==> config.mk <==
export PLATFORM = sky130hd
export DESIGN_NAME = costas_loop_filter
export DESIGN_NICKNAME = d
export VERILOG_FILES = /design/src/rtl/costas_loop_filter.sv
export SDC_FILE = /design/constraint.sdc
export NUM_CORES = 1
export LEC_CHECK = 0
export CORE_MARGIN = 3
export CORE_UTILIZATION = 35
export CTS_CLUSTER_SIZE = 14
export DETAILED_ROUTE_END_ITERATION = 12
export PLACE_DENSITY = 0.56
export SYNTH_ARGS = -nofsm -noshare
export SYNTH_HDL_FRONTEND = slang
export SYNTH_SLANG_ARGS = --single-unit
==> constraint.sdc <==
create_clock -name clk -period 4.14 [get_ports clk]
set_clock_uncertainty 0.15 [all_clocks]
set_input_delay 0.828 -clock clk [delete_from_list [all_inputs] [get_ports clk]]
set_output_delay 0.828 -clock clk [all_outputs]
set_load 0.03 [all_outputs]
==> src/rtl/costas_loop_filter.sv <==
// rtl/costas_loop_filter.sv - PI loop filter for the Costas carrier-recovery loop.
// Optional lock detector is built when COSTAS_LOCK_DETECT_EN is defined.
module costas_loop_filter #(
  parameter int WIDTH        = 16,
  parameter int ACC_W        = 32,
  parameter int GAIN_BASE    = 12,
  parameter int LOCK_THRESH  = 256,
  parameter int LOCK_COUNT   = 1024,
  parameter int UNLOCK_COUNT = 64
) (
  input  logic                    clk,
  input  logic                    rst_n,
  input  logic                    enable,
  input  logic                    clear,
  input  logic signed [WIDTH-1:0] error_tdata,
  input  logic                    error_tvalid,
  input  logic [3:0]              kp_shift,
  input  logic [3:0]              ki_shift,
  input  logic [ACC_W-1:0]        freq_center,
  output logic [ACC_W-1:0]        freq_tdata,
  output logic                    freq_tvalid,
  output logic                    integ_sat,
  output logic                    locked
);

  localparam logic signed [ACC_W-1:0] INT_MAX = {1'b0, {(ACC_W-1){1'b1}}};
  localparam logic signed [ACC_W-1:0] INT_MIN = {1'b1, {(ACC_W-2){1'b0}}, 1'b1};
  localparam logic signed [ACC_W:0]   SUM_MAX = {2'b00, {(ACC_W-1){1'b1}}};
  localparam logic signed [ACC_W:0]   SUM_MIN = {2'b11, {(ACC_W-2){1'b0}}, 1'b1};

  logic                    acc;
  logic signed [ACC_W-1:0] e_s, p_term, i_inc, integ_next;
  logic signed [ACC_W:0]   sum;
  logic                    rail;

  logic signed [ACC_W-1:0] prop, integ, integ_d;
  logic                    s1_valid;

  assign acc = enable & error_tvalid & ~clear;

  always_comb begin
    e_s    = {{(ACC_W-WIDTH){error_tdata[WIDTH-1]}}, error_tdata} <<< GAIN_BASE;
    p_term = e_s >>> kp_shift;
    i_inc  = e_s >>> ki_shift;
    sum    = $signed({integ[ACC_W-1], integ}) + $signed({i_inc[ACC_W-1], i_inc});
    if (sum > SUM_MAX)
      integ_next = INT_MAX;
    else if (sum < SUM_MIN)
      integ_next = INT_MIN;
    else
      integ_next = sum[ACC_W-1:0];
    rail = (integ_next == INT_MAX) || (integ_next == INT_MIN);
  end

  // The output uses the integrator state from before the current sample (I path one sample behind P).
  always_ff @(posedge clk or negedge rst_n) begin
    if (!rst_n) begin
      prop        <= '0;
      integ       <= '0;
      integ_d     <= '0;
      s1_valid    <= 1'b0;
      integ_sat   <= 1'b0;
      freq_tdata  <= '0;
      freq_tvalid <= 1'b0;
    end else if (clear) begin
      integ       <= '0;
      integ_d     <= '0;
      s1_valid    <= 1'b0;
      integ_sat   <= 1'b0;
      freq_tvalid <= 1'b0;
    end else begin
      s1_valid    <= acc;
      freq_tvalid <= s1_valid;
      if (acc) begin
        prop      <= p_term;
        integ_d   <= integ;
        integ     <= integ_next;
        integ_sat <= rail;
      end
      if (s1_valid)
        freq_tdata <= freq_center + prop + integ_d;
    end
  end

`ifdef COSTAS_LOCK_DETECT_EN
  localparam int CNT_MAX = (LOCK_COUNT > UNLOCK_COUNT) ? LOCK_COUNT : UNLOCK_COUNT;
  localparam int CNT_W   = (CNT_MAX > 1) ? $clog2(CNT_MAX) : 1;

  typedef enum logic {SEARCH, LOCKED} lock_state_t;

  lock_state_t      state;
  logic [CNT_W-1:0] cnt;
  logic [WIDTH-1:0] mag;
  logic             in_lock, out_lock;

  always_comb begin
    if (!error_tdata[WIDTH-1])
      mag = error_tdata;
    else if (error_tdata == {1'b1, {(WIDTH-1){1'b0}}})
      mag = {1'b0, {(WIDTH-1){1'b1}}};
    else
      mag = ~error_tdata + 1'b1;
    in_lock  = 32'(mag) < LOCK_THRESH;
    out_lock = 32'(mag) >= 2 * LOCK_THRESH;
  end

  always_ff @(posedge clk or negedge rst_n) begin
    if (!rst_n) begin
      state  <= SEARCH;
      cnt    <= '0;
      locked <= 1'b0;
    end else if (clear) begin
      state  <= SEARCH;
      cnt    <= '0;
      locked <= 1'b0;
    end else begin
      locked <= (state == LOCKED);
      if (acc) begin
        case (state)
          SEARCH: begin
            if (!in_lock)
              cnt <= '0;
            else if (cnt == CNT_W'(LOCK_COUNT - 1)) begin
              state <= LOCKED;
              cnt   <= '0;
            end else
              cnt <= cnt + 1'b1;
          end
          default: begin
            if (!out_lock)
              cnt <= '0;
            else if (cnt == CNT_W'(UNLOCK_COUNT - 1)) begin
              state <= SEARCH;
              cnt   <= '0;
            end else
              cnt <= cnt + 1'b1;
          end
        endcase
      end
    end
  end
`else
  logic unused_lock;
  assign unused_lock = ^{LOCK_THRESH, LOCK_COUNT, UNLOCK_COUNT};
  assign locked      = 1'b0;
`endif

endmodule
Yosys cells after proc, flatten, opt, wreduce, memory -nomap -nowiden
Index checks and enable logic that the tools add are counted.
- memories kept: 0
- ROM bits: 0
- input bits: 61
- latch bits: 0
- bits in registers: 131
- memory bits (writable): 0
- mux-type cells: 10
- bitwise gates (word level): 3
- divide/modulo/power cells: 0
- $lt $le $gt $ge: 2
- shift operators: 2
- reduce and logical (&&, ||, !) cells: 4
- $add $sub $neg: 3
- equal/unequal tests: 2
- $mul: 0
- operator list (cell ; count):
    $mux W32 ; 6
    $add A32 B32 Y32 ; 2
    $eq A32 B32 Y1 const B ; 2
    $sshr A28 B4 Y32 ; 2
    $add A32 B32 Y33 ; 1
    $gt A33 B32 Y1 const B ; 1
    $lt A33 B32 Y1 const B ; 1
    $mux W1 ; 4
    $reduce_and A2 Y1 ; 2
    $and A1 B1 Y1 ; 2
    $reduce_bool A2 Y1 ; 1
    $logic_or A1 B1 Y1 ; 1
    $not A1 Y1 ; 1

Logic depth before layout (Yosys ltp)
- depth in word-level cells: 9
- gate-level depth with buffers: 21
- depth with buffers taken out: 18

Least setup slack after synthesis
OpenSTA, ideal clock, no wires.
- kind: input -> register
- start point: input ki_shift[1]
- end point: register integ[9]
- stages on the path: 17
- arrival time: 4.712 ns
- buffers on the path: 3
- library setup time: 0.135 ns
- path slack: -0.857 ns
- path through: buf_1 -> clkbuf_1 -> mux4_2 -> o21ai_0 -> a21oi_1 -> ha_1 -> buf_6 -> a21oi_1 -> o211ai_1 -> a21bo_2 -> a31oi_1 -> xor2_1 -> or3b_2 -> nor4_1 -> nand4b_1 -> nor4b_2 -> o211ai_1
- longest elaborated chain between the ends: 7
- RTL lines (what ; RTL line ; text):
    start, declared ; 18 ; input logic [3:0] ki_shift,
    $sshr A28 B4 Y32 * ; 44 ; i_inc = e_s >>> ki_shift;
    $add A32 B32 Y33 * ; 45 ; sum = $signed({integ[ACC_W-1], integ}) + $signed({i_inc[ACC_W-1], i_inc});
    $lt A33 B32 Y1 ; 48 ; else if (sum < SUM_MIN)
    $mux W32 ; 48 ;
    $mux W32 * ; 46 ; if (sum > SUM_MAX)
    $mux W32 * ; 74 ; if (acc) begin
    $mux W32 * ; 65 ; end else if (clear) begin
    end signal, assigned ; 77 ; integ <= integ_next;
    end, declared ; 36 ; logic signed [ACC_W-1:0] prop, integ, integ_d;
Mark *: on every way between the ends. The rest lies on a longest branch, timed or not. The select of a mux whose other input is x is not followed.
A chain may end at the register's enable or synchronous reset.

Final worst setup path
- start point: input ki_shift[1]
- end point: register integ_sat
- longest elaborated chain between the ends: 9
- RTL lines (what ; RTL line ; text):
    $sshr A28 B4 Y32 * ; 44 ;
    $add A32 B32 Y33 * ; 45 ;
    $lt A33 B32 Y1 ; 48 ;
    $mux W32 ; 48 ;
    $mux W32 * ; 46 ;
    $eq A32 B32 Y1 ; 52 ; rail = (integ_next == INT_MAX) || (integ_next == INT_MIN);
    $logic_or A1 B1 Y1 * ; 52 ;
    $mux W1 * ; 74 ;
    $mux W1 * ; 65 ;
    end signal, assigned ; 78 ; integ_sat <= rail;
    end, declared ; 22 ; output logic integ_sat,
Marks and branches as above.

==> metrics.md <==
| Metric | Value |
|---|---|
| N_diodes | 0 |
| Total Routing Usage GR | 0.221 |
| Total clock sinks | about 130 |
| Failing checks | negative setup slack |
| Count of cell types in the netlist | 83 |
| Number of CTS-inserted buffers | 17 |
| CTS H-tree depth | 4 |
| # nets final | 1860 |
| DRC violation count after routing | 0 |
| Net Count, Synth | 1502 |
| Met1 GRT Util | 0.301 |
| Post-synth EDFFs | 0 |
| Clock group share of total power | 0.192 |
| Die X | 184 um |
| Worst path buffer plus inverter count | 3 |
| Sw Share | 0.411 |
| Fmax | approximately 220 MHz |
| Largest area contributor in the netlist | dfrtp_1 |
| Grt ovf | 0 |
| Std cell rows | 64 |
| RSZ-0062 raised after global routing | yes |
| Initial drt markers | 676 |
| Fin. Hold Viols | 0 |
| Synth Flop Type | dfrtp_1 |
| Final setup viols | 33 |
| Max incr delay on CP | 0.51 ns |
| Fin crit period | 4.46 ns |
| Crit-path most repeated cell | buf_12 |
| Hold EP | freq_tdata[1]$_DFFE_PN0P_ |
| Cells after synthesis | approximately 1300 |
| R2R setup slack | 0.45 ns |
| Max Cap Viol | 0 |
| Placed Area | 14400 um2 |
| Root buf cell | clkbuf_16 |
| CTS clk-pin slew, worst paths | ~0.07 ns |
| Peak VDD IR | 0.290 mV |
| Net Sw Power | 3320 uW |
| Internal power | between 4000 and 5000 uW |
| Worst reg2reg startpoint | prop[1]$_DFFE_PN0P_ |
| Vias in the first global route | between 10000 and 15000 |
| Setup Crit Path Kind | primary input to flop |
| FFs w/ async S/R, synth | 1.00 |
| Worst Hold Launch | freq_tdata[1]$_DFFE_PN0P_ |
| Total routed wirelength | 37400 um |
| Clock Path Buffers | 2 |
| Yosys warns | 0 |
| Crit. End Element | flop |
| Tot Pwr | 8060 uW |
| Largest net degree at the start of global routing | 76 |
| CP arrival | 4.65 ns |
| Fillcell total | 2847 |
| FF+latch area | 3180 um2 |
| Remaining antenna violation count | 0 |
| GRT Max-Usage Layer | met2 |
| Final period util | 1.08 |
| Max_slew headroom | 0.357 |
| Sequential power share | 0.215 |
| #FFs+latches synth | around 130 |
| Hold WC Path Type | flop to flop |
| Syn avg cell area | 8.20 um2 |
| Placer Congestion | 0.909 |
| Critical path's top delay family | simple AND/OR/NAND/NOR gates |
| CP max-delay cell | or4_4 |
| Power per Cell Area | 486 nW/um2 |
| Layout cell share with drive strength beyond 1 | 0.348 |
| Initial Util | 0.358 |
| Multi-input combinational cell area | 8630 um2 |
| I/O pins | 96 |
| Reg2reg end | freq_tdata[31]$_DFFE_PN0P_ |
| Core area | 30800 um2 |
| Die height | 184 um |
| Hold Path Depth | 2 |
| Gate power share | 0.594 |
| M2 GR Usage | 0.376 |
| Run status | complete, but fails checks |
| Initial antenna violation count | 0 |
| Final Max Tran Viols | 0 |
| Routed WL per cell | 17.7 um |
| Top post-synthesis cells by area | dfrtp_1 29%, nand2_1 7.6%, ha_1 7.0% |
| Worst Path Required | between 4 and 5 ns |
| DIE AREA | 33700 um2 |
| DP Wirelength | 28800 um |
| Worst setup SP type | primary input |
| Netlist Area Pre-Place | 11000 um2 |
| PnR worst setup slack | -0.322 ns |
| R2R cell count | 14 |
| Via count | 11339 |
| Worst-Margin Slew | 0.965 ns |
| Layout Area Growth over Synthesis | 50.4% |
| Share of the synthesized area in the top cell type | 0.288 |
| Cts hold-fix bufs | 0 |
| DRT Pass-1 Iters | 5 |
| Global-route wire length before repair | approximately 60000 um |
| Met3 GRT Util | 0.0190 |
| Static leakage power | 0.00743 uW |
| PortBufs | 94 |
| Critical path cell sequence | buf_12, buf_12, mux2_4, mux2i_4, mux2i_2, and2_4, ha_4, nor2b_4, buf_6, o2111a_2, a2111oi_4, xor2_2, nand4_1, or3_1, or4_4, nor4_4, a211oi_2, a22oi_1 |
| DR vias/cell | 5.37 |
| Clock Latency Late Sink | around 0.42 ns |
| Critical Path Fanout Max | 6 |
| CTS tree | yes |
| Post-synthesis sequential area ratio | 0.288 |
| Final instance area | 16600 um2 |
## logic make-up after synthesis
| group | count (synthesis) | share of synthesized area |
|---|---|---|
| simple gates | 482 | 0.198 |
| compound gates | 426 | 0.244 |
| flops | 127 | 0.288 |
| buf+inv | 112 | 0.0414 |
| fa+ha+maj | 95 | 0.130 |
| mux | 57 | 0.0599 |
| xor+xnor | 46 | 0.0379 |
| other cells | 1 | 0.000340 |
## power groups by stage
| stage | Sequential, uW | Clock, uW | Combinational (uW) |
|---|---|---|---|
| 6_report | 1730 | 1540 | 4790 |
| 5_1_grt | 1770 | 1620 | 5180 |
| 4_1_cts | 1730 | 1560 | 4610 |
| 3_5_place_dp | 1740 | 0 | 4120 |
| 3_3_place_gp | 1730 | 0 | 4090 |
| 2_1_floorplan | 1960 | 0 | 2090 |
## cells in the final DEF, fill, tap and decap left out, drive strengths merged, types with 12 or more instances in the layout
cell type	instances
a21o	27
ha	62
clkbuf	22
nand2b	16
o21a	15
inv	45
a211oi	42
clkdlybuf4s50	71
fa	33
nor3	34
buf	327
o21ai	136
o211ai	14
dfrtp	127
nand2	223
nor2	108
xor2	23
o31ai	15
a21oi	108
mux2	12
mux2i	39
nand3	23
xnor2	23
## state kept, by name, summed over array words and instances, names as in the netlist
register and cells:
s1_valid 1, integ_sat 1, freq_tvalid 1, prop 28, integ 32, freq_tdata 32, integ_d 32
## layer usage
| layer | share of wire | wire [um] | vias to the layer above |
|---|---|---|---|
| li1 | - | - | 5570 |
| met1 | 0.46 | 17400 | 5443 |
| met2 | 0.48 | 17900 | 272 |
| met3 | 0.030 | 1110 | 54 |
| met4 | 0.027 | 1010 | 0 |
| met5 | 0 | 0 | - |
## worst max-delay path by stage
| stage | start | endpoint | slack [ns] | cells past startpoint |
|---|---|---|---|---|
| 2_1_floorplan | ki_shift[0] | integ[9]$_DFFE_PN0P_ | -0.26 | 18 |
| 3_3_place_gp | ki_shift[1] | integ[9]$_DFFE_PN0P_ | -1.67 | 20 |
| 3_5_place_dp | ki_shift[1] | integ[29]$_DFFE_PN0P_ | -1.65 | 20 |
| 4_1_cts | ki_shift[1] | integ_sat$_DFFE_PN0P_ | -0.31 | 20 |
| 5_1_grt | ki_shift[1] | integ_sat$_DFFE_PN0P_ | -0.49 | 20 |
| 6_report | ki_shift[1] | integ_sat$_DFFE_PN0P_ | -0.32 | 18 |
## stage by stage
stage | std cells | hold WS (ns) | util | worst slack [ns] | TNS (ns)
detailed placement | 2031 | 0.314 | 0.468 | -1.65 | -52.29
finish | 2113 | 0.321 | 0.538 | -0.322 | -7.59
CTS | 2103 | 0.329 | 0.527 | -0.312 | -4.92
global placement | 2031 | 0.300 | 0.468 | -1.67 | -50.94
floorplan | 1346 | 0.324 | - | -0.261 | -5.92
global route | 2113 | 0.345 | 0.538 | -0.492 | -12.78
## cell usage after synthesis (4+ instances only)
library cell / n
o21a_1: 15
o211ai_1: 14
or3_1: 7
xnor2_1: 23
a31oi_1: 11
o31ai_1: 15
nor2_1: 107
a211o_1: 6
nor3_1: 33
a211oi_1: 41
o22ai_1: 4
mux2_2: 12
a21o_1: 25
clkbuf_1: 55
a21oi_1: 107
nand4_1: 9
o21ai_0: 133
buf_2: 4
xor2_1: 21
o21bai_1: 5
a21boi_0: 5
inv_1: 37
mux2i_1: 39
or2_2: 6
buf_1: 8
fa_1: 33
and2_1: 9
nor4_1: 6
and3_1: 9
nand3_1: 23
nand3b_1: 4
dfrtp_1: 127
nor2b_1: 9
ha_1: 62
mux4_2: 6
nand2b_1: 16
o2111ai_1: 4
nand2_1: 223
nor3b_1: 4
## area by class of cell
class,count,share of cell area
repair buffers,412,0.213
well taps,396,0.0299
inverters,39,0.00912
clock buffers,18,0.0265
flip-flops and latches,127,0.192
clock inverters,14,0.0101
multi-input cells,1107,0.520
## worst register-to-register path, cell delays in order, from the launching register on
cell	delay (ns)
dfrtp_1	0.41
fa_1	0.56
ha_4	0.15
inv_2	0.03
fa_2	0.34
nor2b_2	0.13
o31a_1	0.18
o211a_1	0.20
a41o_1	0.23
o211ai_1	0.18
a211o_1	0.33
a31oi_1	0.22
o21ai_1	0.11
and3_1	0.21
o31ai_2	0.17
## repair_timing
item | CTS | global route
resized for setup | 280 | 62
setup buffers | 40 | 10
endpoints found under the hold margin | 0 | 0
cloned | 3 | 0
pin swaps | 121 | 46
setup endpoints to repair | 36 | 41
Note: power is estimated with default switching activity, not from simulation.
